[src/rtl/booth_multiplier_top.sv]
// booth_multiplier_top: 8x8 signed radix-2 Booth multiplier with LED and 8-digit 7-segment output.
// Define BOOTH_DEBOUNCE_EN to insert a pushbutton debouncer after the synchronizer.
module booth_multiplier_top #(
    parameter int REFRESH_BITS = 17,
    parameter int DEBOUNCE_CYC = 1_000_000
) (
    input  logic        CLK100MHZ,
    input  logic        reset,
    input  logic [7:0]  A,
    input  logic [7:0]  B,
    input  logic        pb_entrada,
    output logic [15:0] LED,
    output logic        LED_reset,
    output logic        LED_pb,
    output logic [7:0]  anodo,
    output logic [6:0]  catodo
);
    typedef enum logic [1:0] {IDLE, LOAD, CALC, DONE} state_t;

    state_t      state, state_next;
    logic [1:0]  pb_sync;
    logic        pb_level, pb_prev, start;
    logic [7:0]  a_reg, q;
    logic [8:0]  p, a_ext, p_sum;
    logic        q_1;
    logic [2:0]  count;
    logic [REFRESH_BITS+2:0] refresh;
    logic [2:0]  digit;
    logic [3:0]  nibble;

    always_ff @(posedge CLK100MHZ or negedge reset)
        if (!reset) pb_sync <= '0;
        else        pb_sync <= {pb_sync[0], pb_entrada};

`ifdef BOOTH_DEBOUNCE_EN
    localparam int DW = $clog2(DEBOUNCE_CYC + 1);
    localparam logic [DW-1:0] DB_LAST = DW'(DEBOUNCE_CYC - 1);
    logic [DW-1:0] db_cnt;
    logic          db_level;

    always_ff @(posedge CLK100MHZ or negedge reset)
        if (!reset) begin
            db_cnt   <= '0;
            db_level <= 1'b0;
        end else if (pb_sync[1] == db_level) begin
            db_cnt <= '0;
        end else if (db_cnt == DB_LAST) begin
            db_level <= pb_sync[1];
            db_cnt   <= '0;
        end else begin
            db_cnt <= db_cnt + 1'b1;
        end

    assign pb_level = db_level;
`else
    assign pb_level = pb_sync[1];
`endif

    always_ff @(posedge CLK100MHZ or negedge reset)
        if (!reset) pb_prev <= 1'b0;
        else        pb_prev <= pb_level;

    assign start     = pb_level & ~pb_prev;
    assign LED_pb    = pb_level;
    assign LED_reset = ~reset;

    always_ff @(posedge CLK100MHZ or negedge reset)
        if (!reset) state <= IDLE;
        else        state <= state_next;

    always_comb begin
        state_next = state;
        case (state)
            IDLE:    state_next = start ? LOAD : IDLE;
            LOAD:    state_next = CALC;
            CALC:    state_next = (count == 3'd7) ? DONE : CALC;
            DONE:    state_next = IDLE;
            default: state_next = IDLE;
        endcase
    end

    // P carries a guard bit so that subtracting A=-128 cannot overflow (-128*-128 stays exact).
    assign a_ext = {a_reg[7], a_reg};
    assign p_sum = ({q[0], q_1} == 2'b10) ? p - a_ext :
                   ({q[0], q_1} == 2'b01) ? p + a_ext : p;

    always_ff @(posedge CLK100MHZ or negedge reset)
        if (!reset) begin
            a_reg <= '0;
            p     <= '0;
            q     <= '0;
            q_1   <= 1'b0;
            count <= '0;
            LED   <= '0;
        end else begin
            case (state)
                LOAD: begin
                    a_reg <= A;
                    p     <= '0;
                    q     <= B;
                    q_1   <= 1'b0;
                    count <= '0;
                end
                CALC: begin
                    p     <= {p_sum[8], p_sum[8:1]};
                    q     <= {p_sum[0], q[7:1]};
                    q_1   <= q[0];
                    count <= count + 1'b1;
                end
                DONE:    LED <= {p[7:0], q};
                default: ;
            endcase
        end

    always_ff @(posedge CLK100MHZ or negedge reset)
        if (!reset) refresh <= '0;
        else        refresh <= refresh + 1'b1;

    assign digit = refresh[REFRESH_BITS+2:REFRESH_BITS];
    assign anodo = ~(8'd1 << digit);

    always_comb begin
        case (digit)
            3'd7:    nibble = A[7:4];
            3'd6:    nibble = A[3:0];
            3'd5:    nibble = B[7:4];
            3'd4:    nibble = B[3:0];
            3'd3:    nibble = LED[15:12];
            3'd2:    nibble = LED[11:8];
            3'd1:    nibble = LED[7:4];
            default: nibble = LED[3:0];
        endcase
    end

    // Glyphs listed as {g,f,e,d,c,b,a}, active-low.
    always_comb begin
        case (nibble)
            4'h0:    catodo = 7'b1000000;
            4'h1:    catodo = 7'b1111001;
            4'h2:    catodo = 7'b0100100;
            4'h3:    catodo = 7'b0110000;
            4'h4:    catodo = 7'b0011001;
            4'h5:    catodo = 7'b0010010;
            4'h6:    catodo = 7'b0000010;
            4'h7:    catodo = 7'b1111000;
            4'h8:    catodo = 7'b0000000;
            4'h9:    catodo = 7'b0010000;
            4'hA:    catodo = 7'b0001000;
            4'hB:    catodo = 7'b0000011;
            4'hC:    catodo = 7'b1000110;
            4'hD:    catodo = 7'b0100001;
            4'hE:    catodo = 7'b0000110;
            default: catodo = 7'b0001110;
        endcase
    end
endmodule

[config.mk]
export PLATFORM = sky130hd
export DESIGN_NAME = booth_multiplier_top
export DESIGN_NICKNAME = d
export VERILOG_FILES = /design/src/rtl/booth_multiplier_top.sv
export SDC_FILE = /design/constraint.sdc
export NUM_CORES = 1
export LEC_CHECK = 0
export CAP_MARGIN = 40
export CORE_MARGIN = 2
export CORE_UTILIZATION = 56
export CTS_CLUSTER_DIAMETER = 30
export DETAILED_ROUTE_END_ITERATION = 10
export PLACE_DENSITY = 0.85
export SLEW_MARGIN = 20
export SYNTH_ARGS = -nofsm -noshare
export SYNTH_HDL_FRONTEND = slang
export SYNTH_SLANG_ARGS = --single-unit
[constraint.sdc]
create_clock -name CLK100MHZ -period 5 [get_ports CLK100MHZ]
set_input_delay 1.5 -clock CLK100MHZ [delete_from_list [all_inputs] [get_ports CLK100MHZ]]
set_output_delay 1.5 -clock CLK100MHZ [all_outputs]
set_load 0.03 [all_outputs]
Yosys cells after proc, flatten, opt, wreduce, memory -nomap -nowiden

Memories as Yosys holds them, arrays and structs flattened.
Index checks and enable logic that the tools add are counted.
W data, S select, Z words.

Register bits: 70
Bits in latches: 0
RAM bits: 0
ROM bits: 112
Input bits: 19
Output and inout port bits: 33
Word-level logic and storage cells: 45
Memories kept: 1

Add/subtract/negate cells: 4
Multiply operators: 0
Div/mod/pow operators: 0
Magnitude comparators: 0
Eq/ne operators: 13
Shift-type cells: 1
Mux-type cells: 10
Bitwise operators: 4
Reduce and logical (&&, ||, !) cells: 2

Memory list:

| name            | depth | width | rd ports | clocked after Yosys merged registers in | wr ports | line | text |
|---|---|---|---|---|---|---|---|
| (no name shown) | 16    | 7     | 1        | 0                                       | 0        | 137  | `case (nibble)` |

Operators with widths:

| cell                    | number |
|---|---|
| $pmux W4 S7             | 1 |
| $add A20 B1 Y20 const B | 1 |
| $mux W9                 | 2 |
| $pmux W9 S2             | 1 |
| $pmux W8 S2             | 1 |
| $eq A3 B3 Y1 const B    | 5 |
| $add A9 B9 Y9           | 1 |
| $sub A9 B9 Y9           | 1 |
| $not A8 Y8              | 1 |
| $pmux W2 S4             | 1 |
| $shl A1 B3 Y8 const A   | 1 |
| $eq A2 B2 Y1 const B    | 3 |
| $eq A3 B2 Y1 const B    | 2 |
| $pmux W3 S2             | 1 |
| $eq A2 B1 Y1 const B    | 2 |
| $add A3 B1 Y3 const B   | 1 |
| $eq A3 B1 Y1 const B    | 1 |
| $logic_not A2 Y1        | 1 |
| $mux W1                 | 2 |
| $not A1 Y1              | 2 |
| $pmux W1 S2             | 1 |
| $reduce_bool A2 Y1      | 1 |
| $and A1 B1 Y1           | 1 |

Depth between registers and ports, before layout

Depth in word-level cells: 4
Gate-level depth with buffers: 10
Depth with buffers taken out: 10

Worst setup path after synthesis

Ideal clock, no wire load.

Path type: in2out
From: input A[0]
To: output catodo[2]
Arrival: 3.198 ns
Required time: 3.500 ns
Slack: 0.302 ns
Cell stages on the path: 7
Path buffers: 0
Cell sequence: mux2_4 a32oi_1 o21ai_1 a22oi_4 inv_1 ha_1 o31ai_2

Word-level cells in the longest chain between the ends: 2

Ends and longest elaborated chain:

| element            | line | text |
|---|---|---|
| start: declaration | 9    | `input logic [7:0] A,` |
| $pmux W4 S7        | 123  | `case (digit)` |
| $mem_v2 Z16 W7     | n/a  |  |
| end: declaration   | 16   | `output logic [6:0] catodo` |

Every way passes these cells.

Worst setup path in the final report

From: input B[7]
To: output catodo[6]

Word-level cells in the longest chain between the ends: 2

Ends and longest elaborated chain:

| element            | line | text |
|---|---|---|
| start: declaration | 10   | `input logic [7:0] B,` |
| $pmux W4 S7        | 123  |  |
| $mem_v2 Z16 W7     | n/a  |  |

Every way passes these cells.

==> impl_metrics.ini <==
[routing]
drt_iter0_markers = 426
drc = 0
dr_total_vias = 3633
drt_wl_total_mm = 10.7
via_per_inst = 6.00
drtAntennaViolNets = 0
dr.pass1.iters = 5
wl_per_cell_um = 17.6

[yosys]
syn-instance-count = 437
synth_seq_cells = 69
yosys-top-cells-count = 69 x dfrtp_1, 37 x nand2_1, 28 x ha_1, 28 x inv_1, 25 x nor2_1
yosysWarnings = 0
synth_top_cell_by_area = dfrtp_1
synth-edff-count = 0
synthFlopType = dfrtp_1
async_reset_ff_frac = 1.00
yosysSeqAreaShare = 0.405
ys_types = 65
syn_avg_cell_area_um2 = 9.75
yosysTopAreaCellShare = 0.405
synth.most_common_cell = dfrtp_1
synthTopCellsByArea = dfrtp_1 41%, ha_1 8.2%, mux2_2 4.8%
synth_area_um2 = 4260
synth_fp_nets = 486

[grt]
grt_pass1_vias = 3446
grt-busiest-layer = met2
antenna_found_initial = 0
met3_usage = 0.0448
use_met2 = 0.425
grt-ovfl-total = 0
track_usage = 0.269
grt_max_degree = 60
use_met1 = 0.387
grt_pass1_wl_mm = 17.7

[layout]
fin_nets = 551
syn_to_final_growth_pct = 23.7
antenna_cells = 0
largest_reg_flops = 20
top_regs = refresh x20, LED x16
drive_above_1_share = 0.183
regMostFlops = refresh
final_cells = 606

[timing]
period_minus_slack_ps = 4930
tightest_slew_ps = 813
period_share = 0.986
hold_slack_ps = 357
fin_worst_skew_ps = 14.1
drv_slew = 0
setup_violations = 0
hold_violations = 0
fmax_mhz = 203
maxSlewHeadroom = 0.458
setup_ws_ps = 70.1

[setup_path]
crit_fanout = 5
cp_data_required_time_ps = 3500
path_buf_inv = 3
crit_family = buffers and inverters
cp_slowest_cell = clkdlybuf4s50_1
worstSetupPathType = in -> out
endpoint_kind = output pin
path_cells = clkdlybuf4s50_1, mux2i_1, a221oi_2, a21oi_2, a21o_4, buf_4, nor2_1, a22o_1, clkbuf_4
cp_slowest_stage_delay_ps = 520
arrival_ps = 3430
start_kind = input port

[die]
row_count = 31
die_h_um = 91.2
core-area_um2 = 7290
die_w_um = 91.2
initial_core_util = 0.584
io_pins = 52
die-area_um2 = 8320

[power]
p_switching_mw = 1.47
peakVddDrop_mv = 0.370
leakage_nw = 2.42
clkPwrFrac = 0.138
p_sw_frac = 0.460
pwr-share-seq = 0.286
p_comb_frac = 0.576
p_int_mw = 1.73
p_per_area_nw_per_um2 = 607

[clock_network]
cts_tree = yes
cts_root_buf = clkbuf_8
insertion_delay_ps = 360
cts_buffers = 9
clk_pin_slew_ps = 80
cts_buffer_depth = 2
htreeDepth = 3
cts_sinks = 69

[place]
place_inst = 585
port_buffers = 51
hpwlAfterDp_mm = 7.61
place_ws_ps = -580
gp_congestion = 0.881

[min_path]
hp-class = reg -> reg

[status]
status = complete, no violations

[run]
max-cap-violations = 0
-- kinds of logic after synthesis --
family,count (synthesis),synth area share
adder cells (fa/ha/maj),30,0.0916
AND/OR/NAND/NOR,130,0.152
flip-flops,69,0.405
XOR/XNOR,19,0.0391
AO/OA/AOI/OAI,103,0.164
buffers and inverters,52,0.0523
multiplexers,34,0.0960
-- metal layers --
| metal | wire, um | share of wire |
|---|---|---|
| met5 | 0 | 0 |
| met4 | 123 | 0.012 |
| met3 | 662 | 0.062 |
| met2 | 5150 | 0.48 |
| met1 | 4720 | 0.44 |
-- placed cells by master (no fill, tap or decap), types with 3 or more instances in the layout --
master / synthesis / layout
and2_1: 3 / 3
buf_2: 4 / 3
a21oi_1: 23 / 22
a21o_1: 5 / 4
dlygate4sd2_1: 0 / 4
nor3_1: 9 / 9
o21ai_1: 5 / 5
buf_6: 3 / 5
nand3b_1: 4 / 4
buf_4: 0 / 24
o21ai_0: 24 / 23
ha_1: 28 / 25
nor2b_1: 10 / 10
nand2_1: 37 / 36
nand3_1: 15 / 15
dfrtp_1: 69 / 69
mux2i_1: 12 / 12
clkbuf_8: 0 / 9
nand4_1: 3 / 3
clkdlybuf4s50_1: 0 / 31
and3_1: 9 / 9
mux2_2: 18 / 17
dlymetal6s2s_1: 0 / 6
o211ai_1: 7 / 7
o31ai_1: 3 / 3
nor2_1: 25 / 25
xor2_1: 5 / 5
xnor2_1: 14 / 14
mux4_2: 2 / 3
inv_1: 28 / 26
nand2b_1: 7 / 7
a22o_1: 5 / 5
-- final cells by class --
class	instances	area, um2
tap	99	124
timing repair buffer	77	717
multi-input combinational	316	2400
fill	556	2020
sequential	69	1730
clock buffer	9	124
clock inverter	7	65.1
inverter	29	111
-- power groups by stage --
stage	clock, mW	combinational, mW	sequential [mW]
floorplan	0	1.10	0.962
global placement	0	1.69	0.906
detailed placement	0	1.73	0.918
CTS	0.445	1.78	0.909
global route	0.470	2.00	0.941
finish	0.441	1.84	0.915
-- worst paths after layout --
check                            from           to  slack [ps]  cells past startpoint
setup / recovery                 B[7]    catodo[6]          70                      9
hold / removal             pb_sync[0]   pb_sync[1]         360                      0
setup reg to reg             a_reg[1]         p[6]        2610                      8
hold reg to reg            pb_sync[0]   pb_sync[1]         360                      0
max in group asynchronous       reset  refresh[16]        3400                      3
min in group asynchronous       reset         p[5]        1070                      2
-- through the flow --
| step | power [mW] | cell area [um2] | TNS, ps | util |
|---|---|---|---|---|
| floorplan | 2.07 | 4260 | 0 | - |
| global placement | 2.60 | 4920 | -1630 | 0.674 |
| detailed placement | 2.65 | 4940 | -2400 | 0.678 |
| CTS | 3.13 | 5190 | -4.24 | 0.712 |
| global route | 3.41 | 5270 | -3.92 | 0.723 |
| finish | 3.20 | 5270 | 0 | 0.723 |
-- timing repair --
item                                    4_1_cts  5_1_grt
pin swaps                                     4        9
endpoints found under the setup margin        7        5
buffers inserted                              3        1
hold buffers                                  0        0
gates resized for setup                      37       22
-- worst register-to-register path, cell delays in order (launching register included) --
cell and delay [ps]:
dfrtp_1 420, inv_1 110, ha_1 310, nor2b_1 150, o2111ai_1 210, a21oi_1 140
and2_1 190, or4_1 470, a32o_1 270
(Power assumes the default switching activity.)
